File: src/rtl/qtable_writer_pkg.sv
// Constants shared by the Q-table update path (Bellman unit and write-back),
// plus the record carried down the update tracking line.
package qtable_writer_pkg;

  localparam int L_WIDTH      = 4;
  localparam int Q_WIDTH      = 16;
  localparam int S_WIDTH      = 8;
  localparam int N_ROAD       = 4;
  localparam int N_LEVEL      = 2 ** (L_WIDTH / 2);
  localparam int A_ROAD_WIDTH = 2;
  localparam int A_DUR_WIDTH  = L_WIDTH / 2;
  localparam int A_WIDTH      = A_ROAD_WIDTH + A_DUR_WIDTH;
  localparam int D_WIDTH      = Q_WIDTH * N_LEVEL;

  typedef struct packed {
    logic [S_WIDTH-1:0]      addr;
    logic [A_ROAD_WIDTH-1:0] road;
    logic [A_DUR_WIDTH-1:0]  lane;
  } trk_t;

  localparam int TRK_W = $bits(trk_t);

  function automatic logic [N_ROAD-1:0] road_dec(input logic [A_ROAD_WIDTH-1:0] r);
    road_dec    = '0;
    road_dec[r] = 1'b1;
  endfunction

  function automatic logic [N_LEVEL-1:0] lane_dec(input logic [A_DUR_WIDTH-1:0] l);
    lane_dec    = '0;
    lane_dec[l] = 1'b1;
  endfunction

endpackage

File: src/rtl/qtable_writer_pipe_delay.sv
// Fixed-depth delay line with a reset-cleared valid bit per stage; every stage
// is exposed so the caller can compare against all in-flight entries.
module pipe_delay #(
  parameter int WIDTH = 8,
  parameter int DEPTH = 2
) (
  input  logic                         clk,
  input  logic                         rst,
  input  logic                         in_valid,
  input  logic [WIDTH-1:0]             in_data,
  output logic [DEPTH-1:0]             stage_valid,
  output logic [DEPTH-1:0][WIDTH-1:0]  stage_data
);

  logic [DEPTH-1:0]            vld_d, vld_q;
  logic [DEPTH-1:0][WIDTH-1:0] data_d, data_q;

  always_comb begin
    vld_d     = vld_q;
    data_d    = data_q;
    vld_d[0]  = in_valid;
    data_d[0] = in_data;
    for (int i = 1; i < DEPTH; i++) begin
      vld_d[i]  = vld_q[i-1];
      data_d[i] = data_q[i-1];
    end
  end

  // Payload is qualified by the valid bit, so only the valid bits need reset.
  always_ff @(posedge clk) begin
    if (rst) vld_q <= '0;
    else     vld_q <= vld_d;
    data_q <= data_d;
  end

  assign stage_valid = vld_q;
  assign stage_data  = data_q;

endmodule

File: src/rtl/qtable_writer.sv
// Write-back stage of the Q-table update path: tracks issued updates, captures
// the Bellman result when it arrives and strobes one lane of one road's BRAM row.
module qtable_writer
  import qtable_writer_pkg::*;
#(
  parameter int LATENCY = 2
) (
  input  logic                      clk,
  input  logic                      rst,
  input  logic                      upd_valid,
  input  logic [S_WIDTH-1:0]        upd_addr,
  input  logic [A_WIDTH-1:0]        upd_act,
  input  logic signed [Q_WIDTH-1:0] q_new,
  input  logic [S_WIDTH-1:0]        probe_addr,
  output logic [N_ROAD-1:0]         wr_en,
  output logic [S_WIDTH-1:0]        wr_addr,
  output logic [N_LEVEL-1:0]        wr_lane_we,
  output logic [D_WIDTH-1:0]        wr_data,
  output logic                      hazard,
  output logic                      busy,
  output logic [15:0]               wr_count
);

  trk_t                           in_trk;
  logic [LATENCY-1:0]             stg_vld;
  logic [LATENCY-1:0][TRK_W-1:0]  stg_data;
  trk_t                           stg_trk [LATENCY];
  trk_t                           last_trk;

  assign in_trk.addr = upd_addr;
  assign in_trk.road = upd_act[A_WIDTH-1:A_DUR_WIDTH];
  assign in_trk.lane = upd_act[A_DUR_WIDTH-1:0];

  pipe_delay #(
    .WIDTH (TRK_W),
    .DEPTH (LATENCY)
  ) u_trk (
    .clk         (clk),
    .rst         (rst),
    .in_valid    (upd_valid),
    .in_data     (in_trk),
    .stage_valid (stg_vld),
    .stage_data  (stg_data)
  );

  for (genvar i = 0; i < LATENCY; i++) begin : g_stg
    assign stg_trk[i] = stg_data[i];
  end

  assign last_trk = stg_trk[LATENCY-1];

  logic                 wv_d, wv_q;
  logic [N_ROAD-1:0]    wr_en_d, wr_en_q;
  logic [N_LEVEL-1:0]   wr_lane_we_d, wr_lane_we_q;
  logic [S_WIDTH-1:0]   wr_addr_d, wr_addr_q;
  logic [D_WIDTH-1:0]   wr_data_d, wr_data_q;
  logic [15:0]          wr_count_d, wr_count_q;

  // The last tracking stage lines up with q_new; register it into the strobe.
  always_comb begin
    wv_d         = stg_vld[LATENCY-1];
    wr_en_d      = '0;
    wr_lane_we_d = '0;
    wr_addr_d    = wr_addr_q;
    wr_data_d    = wr_data_q;
    wr_count_d   = wr_count_q;
    if (stg_vld[LATENCY-1]) begin
      wr_en_d      = road_dec(last_trk.road);
      wr_lane_we_d = lane_dec(last_trk.lane);
      wr_addr_d    = last_trk.addr;
      wr_data_d    = {N_LEVEL{q_new}};
      wr_count_d   = wr_count_q + 16'd1;
    end
  end

  always_ff @(posedge clk) begin
    if (rst) begin
      wv_q         <= 1'b0;
      wr_en_q      <= '0;
      wr_lane_we_q <= '0;
      wr_addr_q    <= '0;
      wr_data_q    <= '0;
      wr_count_q   <= '0;
    end else begin
      wv_q         <= wv_d;
      wr_en_q      <= wr_en_d;
      wr_lane_we_q <= wr_lane_we_d;
      wr_addr_q    <= wr_addr_d;
      wr_data_q    <= wr_data_d;
      wr_count_q   <= wr_count_d;
    end
  end

  // Road is ignored: the Bellman read fetches all four roads of a row at once.
  always_comb begin
    hazard = wv_q && (wr_addr_q == probe_addr);
    for (int i = 0; i < LATENCY; i++)
      if (stg_vld[i] && (stg_trk[i].addr == probe_addr)) hazard = 1'b1;
  end

  assign busy       = (|stg_vld) | wv_q;
  assign wr_en      = wr_en_q;
  assign wr_lane_we = wr_lane_we_q;
  assign wr_addr    = wr_addr_q;
  assign wr_data    = wr_data_q;
  assign wr_count   = wr_count_q;

endmodule
File: config.mk
export PLATFORM = sky130hd
export DESIGN_NAME = qtable_writer
export DESIGN_NICKNAME = d
export VERILOG_FILES = /design/src/rtl/qtable_writer_pkg.sv /design/src/rtl/qtable_writer_pipe_delay.sv /design/src/rtl/qtable_writer.sv
export SDC_FILE = /design/constraint.sdc
export NUM_CORES = 1
export LEC_CHECK = 0
export CORE_MARGIN = 4
export CORE_UTILIZATION = 44
export DETAILED_ROUTE_END_ITERATION = 16
export PLACE_DENSITY = 0.84
export SLEW_MARGIN = 20
export SYNTH_ARGS = -nofsm -noshare
export SYNTH_HDL_FRONTEND = slang
export SYNTH_SLANG_ARGS = --single-unit
File: constraint.sdc
create_clock -name clk -period 3.2 [get_ports clk]
set_input_delay 0.32 -clock clk [delete_from_list [all_inputs] [get_ports clk]]
set_output_delay 0.32 -clock clk [all_outputs]
set_load 0.005 [all_outputs]
==> results.md, run 1 <==
* Synth cell count leaders: 75 x dfxtp_1, 48 x buf_4, 40 x nor2_1
* Fmax at 0.400 GHz
* Count leader, synth: dfxtp_1
* Hold WC Path Type: register to register
* WS Path Type: input pin to output port
* Cells along the critical path: clkdlybuf4s50_1 > xor2_1 > nor4_1 > nand4_1 > o211ai_1 > clkdlybuf4s50_1
* Min cycle time layout at approximately 2.5 ns
* Worst setup margin at between 0.7 and 0.8 ns
* Drt total wl at 6700 µm
* CP required at roughly 2.9 ns
* Hold-fix buffer count after cts at 0
* Layout cell share with drive strength beyond 1 at under 10%
* Overall Global Routing Usage at around 16%
* Outcome: finished, final reports clean
* CTS tree: built
* Initial DRC Count at 36
* Max-slew violations at 0
* Hold Vio Cnt, Final at 0
* Final nets at roughly 430
* Reg area at approximately 1500 µm²
* Initial antenna violation count at 0
* Clock skew at 0.0104 ns
* Fill cells at a little over 500
* Post-route core utilization at about two thirds
* Synthesized area at roughly 3000 µm²
* Vias at 2,251
* Initial Utilization at 46.1%
* DRT Pass-1 Iters at 4
* Post-place setup slack at 0.718 ns
* CP most frequent cell: clkdlybuf4s50_1
* Slew headroom at 69.0%
* Clk pin slew, worst setup/hold paths at around 0.070 ns
* CP peak stage delay at between 0.5 and 0.6 ns
* Synth Flop Type: dfxtp_1
* Yosys cell types at 32
* Post-DR vias/cell at a little under 5
* Clk sink count at 75
* DRC errors left at 0
* Async SR Flop Fraction at 0%
* First-pass GRT wire length at between 10,000 and 15,000 µm
* RSZ-0062 raised after global routing: no
* Tcrit/Tclk final at slightly below 80%
* Register area share after synthesis at between 50% and 60%
* Worst-path fanout max at 3
* Cts repair resizes at 0
* Area taken by multi-input logic gates at 1080 µm²
* CP max stage cell: clkdlybuf4s50_1
* Placer Congestion at ~0.75
* Crit-path leading delay family: buffers and inverters
* H-tree Lvls at 3
* Port-buffer cells at ~140
* Total Neg Setup Slack at 0 ns
* Lkg Pwr at 1.59 nW
* Clock buffer depth at 2
* Inserted Diodes at 0
* Die height at roughly 91 µm
* Width of the die at slightly above 90 µm
* Clock Tree Root: clkbuf_8
* # Max-Cap Violations at 0
* Mapped Nets at 334
* Die Area at just over 8000 µm²
* Vias in the first global route at approximately 2,300
* Critical path arrival at ~2.2 ns
* Critical path startpoint category: input pin
* Area Growth Syn to Fin at 42.2%
* Worst vdd ir at 0.000305 V
* Critical path buffers and inverters at 2
* Dpl hpwl at between 5000 and 6000 µm
* Gr ovfl total at 0
* Synth top area share at 50.1%
* CP Capture Type: output port
* Least-Margin Pin Slew at roughly 0.46 ns
* Final setup viols at 0
* Rows at 29
* Ports at around 140
* P per Cell Area at ~440 nW/µm²
* Post-synth EDFFs at 0
* Pin count of the biggest net entering global routing at 45
* Largest area contributor in the netlist: dfxtp_1
* Setup bufs post-CTS at 0
* FF+latch count, synth at 75
* Routed len/inst at around 14 µm
* Synth top area cells: dfxtp_1 50%, buf_4 12%, mux2i_1 8.4%
* Yosys warning count at 0
* Worst hold slack at around 0.33 ns
* Antenna Violating Nets Remaining at 0
* Mapped Cells at 294
* Worst skew pair latency at ~0.34 ns
* Syn avg cell area at approximately 10 µm²
* CTS buffer count at 9
* Core area at 6490 µm²
[where the power goes]
| group | internal [W] | total (W) | leakage (nW) | switching, W |
|---|---|---|---|---|
| sequential | 0.000963 | 0.000990 | 0.616 | 0.0000264 |
| combinational | 0.000125 | 0.000187 | 0.880 | 0.0000617 |
| clock | 0.000362 | 0.000698 | 0.0966 | 0.000336 |
[worst paths after layout]
path	startpoint	end	slack, ns	cells after the start
max reg2reg	u_trk.stage_valid[1]	wr_count[14]	1.61	4
min reg2reg	u_trk.stage_data[0]	u_trk.stage_data[12]	0.33	0
max	probe_addr[6]	hazard	0.70	6
min	u_trk.stage_data[0]	u_trk.stage_data[12]	0.33	0
[cells by family (layout without fill, tap and decap cells)]
kind of cell / Yosys count / after routing / synth area share (%)
AND/OR/NAND/NOR: 90 / 90 / 15.0
flip-flops: 75 / 75 / 50.1
buffers and inverters: 60 / 157 / 13.9
XOR/XNOR: 34 / 34 / 9.94
multiplexers: 27 / 27 / 9.10
AO/OA/AOI/OAI: 7 / 7 / 1.46
adder cells (fa/ha/maj): 1 / 1 / 0.417
[state kept, by name (all words and copies together), names as in the netlist]
name,cells
wr_addr,8
wv_q,1
wr_en,4
wr_count,16
u_trk.stage_valid,2
u_trk.stage_data,24
wr_lane_we,4
wr_data,16
[placed cells by master (no fill, tap or decap), types with 5 or more instances in the layout]
master	netlist	final
clkdlybuf4s50_1	0	136
dfxtp_1	75	74
nor2_1	40	40
xor2_1	27	27
mux2i_1	25	25
nand4_1	9	9
clkbuf_8	0	9
xnor2_1	7	7
nand2_1	7	7
nand3_1	7	7
nor3_1	5	5
[metrics by stage]
stage / std cells / power, W / cell area, µm²
after floorplan: 294 / 0.00109 / 3000
after global placement: 452 / 0.00120 / 4070
after detailed placement: 452 / 0.00120 / 4070
after CTS: 468 / 0.00190 / 4260
after global routing: 468 / 0.00196 / 4260
final: 468 / 0.00187 / 4260
[layer usage]
layer / GRT usage [%] / vias to the layer above / part of all wire [%]
met3: 5.75 / 6 / 7.6
li1: - / 1106 / -
met1: 18.4 / 1047 / 41
met4: 5.61 / 0 / 0.91
met2: 29.0 / 92 / 51
met5: 0 / - / 0
[worst register-to-register path, stage by stage (launching register included)]
cell,delay (ns)
dfxtp_2,0.55
nand4_1,0.21
nor3_1,0.30
nand3_1,0.13
mux2_2,0.29
[final cells by class]
type	count	area share [%]
well taps	77	2.26
flip-flops and latches	75	35.3
clock inverters	6	1.53
repair buffers	139	32.5
inverters	2	0.176
multi-input cells	159	25.3
clock buffers	10	3.00
Note: power is estimated with default switching activity, not from simulation.
==> run 2, diff against run 1 <==
Settings changed: CORE_UTILIZATION 44 to 41, PLACE_DENSITY 0.84 to 0.79.
Clock period 3.2 ns to 2.6 ns, I/O delays scaled along.
==> run 2 against run 1 <==
Effect of this change:
- register-to-register slack worse by 0.77 ns
- sequential power up 23%
- power rose by 28%
- worst hold slack about the same
- wire length is 0.46% lower
- largest cell class unchanged
==> results.md, run 2 (synthesis gave the netlist of run 1 again) <==
* Outcome: finished, final reports clean
* Gr ovfl total at 0
* Hold Vio Cnt, Final at 0
* Worst-path fanout max at 3
* Routed len/inst at approximately 14 µm
* CTS tree: built
* Most common cell after layout, fill and taps aside: clkdlybuf4s50_1
* Total Neg Setup Slack at 0 ns
* Clock Tree Root: clkbuf_8
* Vias at between 2,000 and 2,500
* Initial DRC Count at 37
* Clock buffer depth at 2
* Rows at 30
* CTS buffer count at 9
* Fmax at ~0.42 GHz
* P per Cell Area at 558 nW/µm²
* Tcrit/Tclk final at a little over 90%
* Vias in the first global route at 2,145
* Placed Area at 4090 µm²
* Clk pin slew, worst setup/hold paths at roughly 0.070 ns
* Min cycle time layout at about 2.4 ns
* Pin count of the biggest net entering global routing at 27
* Critical path arrival at 2.11 ns
* DRT Pass-1 Iters at 4
* H-tree Lvls at 3
* First-pass GRT wire length at around 10,000 µm
* CP max stage cell: clkdlybuf4s50_1
* Post-DR vias/cell at 4.59
* DRC errors left at 0
* Inserted Diodes at 0
* Commonest non-fill, non-tap cells in the layout: 136 x clkdlybuf4s50_1, 74 x dfxtp_1, 40 x nor2_1
* Cts repair resizes at 0
* Final nets at 426
* Overall Global Routing Usage at around 15%
* Clock skew at 0.00902 ns
* Max FFs per register at 24
* RSZ-0062 raised after global routing: no
* # Max-Cap Violations at 0
* Cells along the critical path: clkdlybuf4s50_1 > xor2_1 > nor4_1 > nand4_1 > o211ai_1 > clkdlybuf4s50_1
* Final Cell Area at 4310 µm²
* CP Capture Type: output port
* Drt total wl at 6670 µm
* Worst skew pair latency at roughly 0.34 ns
* Worst r2r src: u_trk.stage_valid[1]
* Width of the die at roughly 93 µm
* Antenna Violating Nets Remaining at 0
* CP peak stage delay at around 0.55 ns
* WS Path Type: input pin to output port
* Setup bufs post-CTS at 0
* CP required at approximately 2.3 ns
* Critical path startpoint category: input pin
* Die height at a little over 90 µm
* Area Growth Syn to Fin at 43.7%
* Register-to-Register Path Depth at 4
* Placer Congestion at around 0.81
* Port-buffer cells at approximately 140
* Initial Utilization at approximately 43%
* Hold-fix buffer count after cts at 0
* Ports at 137
* Worst vdd ir at between 0.0003 and 0.0004 V
* Worst Setup SP: probe_addr[6]
* R2r setup slk at about 0.84 ns
* Layout cell share with drive strength beyond 1 at under 10%
* Initial antenna violation count at 0
* Max-slew violations at 0
* Worst hold slack at about 0.33 ns
* Fill cells at 610
* Dpl hpwl at around 5000 µm
* Core area at 6940 µm²
* Lkg Pwr at between 1.5 and 2 nW
* Final setup viols at 0
* Worst R2R End: wr_count[14]
* Die Area at just under 9000 µm²
* CP most frequent cell: clkdlybuf4s50_1
* Hold WC Path Type: register to register
* Slew headroom at between 60 and 70%
* Critical path endpoint: hazard
* Least-Margin Pin Slew at 0.538 ns
* Clk sink count at 75
==> run 2: cell types whose count changed in the layout (fill, tap and decap cells not counted), sizes merged <==
cell / previous run / this run
bufinv: 1 / 2
clkinv: 3 / 1
clkbuf: 10 / 9
clkinvlp: 1 / 3
inv: 3 / 2
==> run 2: metal layers <==
layer	vias to the layer above	part of all wire, %	track usage [%]
met4	0	1.3	6.84
met1	1041	40	16.3
met3	8	7.2	5.07
met2	78	51	26.0
met5	-	0	0
li1	1105	-	-
==> run 2: per-stage QoR <==
step / instances / setup slack (ns) / utilization [%] / power, W
after global placement: 471 / 0.192 / 58.9 / 0.00147
after floorplan: 294 / 1.23 / - / 0.00135
final: 486 / 0.230 / 62.0 / 0.00240
after detailed placement: 471 / 0.223 / 58.9 / 0.00148
after global routing: 486 / 0.120 / 62.0 / 0.00252
after CTS: 486 / 0.208 / 62.0 / 0.00244
==> run 2: area by class of cell <==
class                   instances  area (µm²)  area share (%)
clock buffers                   9         124            2.88
clock inverters                 6        91.3            2.12
inverters                       2        7.51           0.174
multi-input cells             159        1080            25.0
flip-flops and latches         75        1500            34.9
well taps                      96         120            2.79
repair buffers                139        1380            32.1
==> run 2: critical path: cells and delay by family <==
kind | cells | cell delay, ns
buffers and inverters | 2 | 1.04
xor gates and xnor gates | 1 | 0.20
AOI/OAI and AO/OA | 1 | 0.21
and+or+nand+nor | 2 | 0.40
==> run 2: worst min-delay path by stage <==
stage | cells after the start | slack (ns) | from | to
6_report | 0 | 0.33 | u_trk.stage_data[0] | u_trk.stage_data[12]
3_3_place_gp | 0 | 0.31 | u_trk.stage_data[1] | u_trk.stage_data[13]
5_1_grt | 1 | 0.33 | upd_addr[7] | u_trk.stage_data[11]
4_1_cts | 0 | 0.33 | u_trk.stage_data[0] | u_trk.stage_data[12]
3_5_place_dp | 0 | 0.31 | u_trk.stage_data[0] | u_trk.stage_data[12]
2_1_floorplan | 0 | 0.29 | upd_act[0] | u_trk.stage_data[0]
==> run 2: where the power goes <==
group	switching, W	internal (W)	total [W]	leakage (nW)
clock network	0.000419	0.000536	0.000955	0.0975
logic	0.0000750	0.000154	0.000230	0.879
registers	0.0000342	0.00119	0.00122	0.616
total	0.000528	0.00188	0.00240	1.59
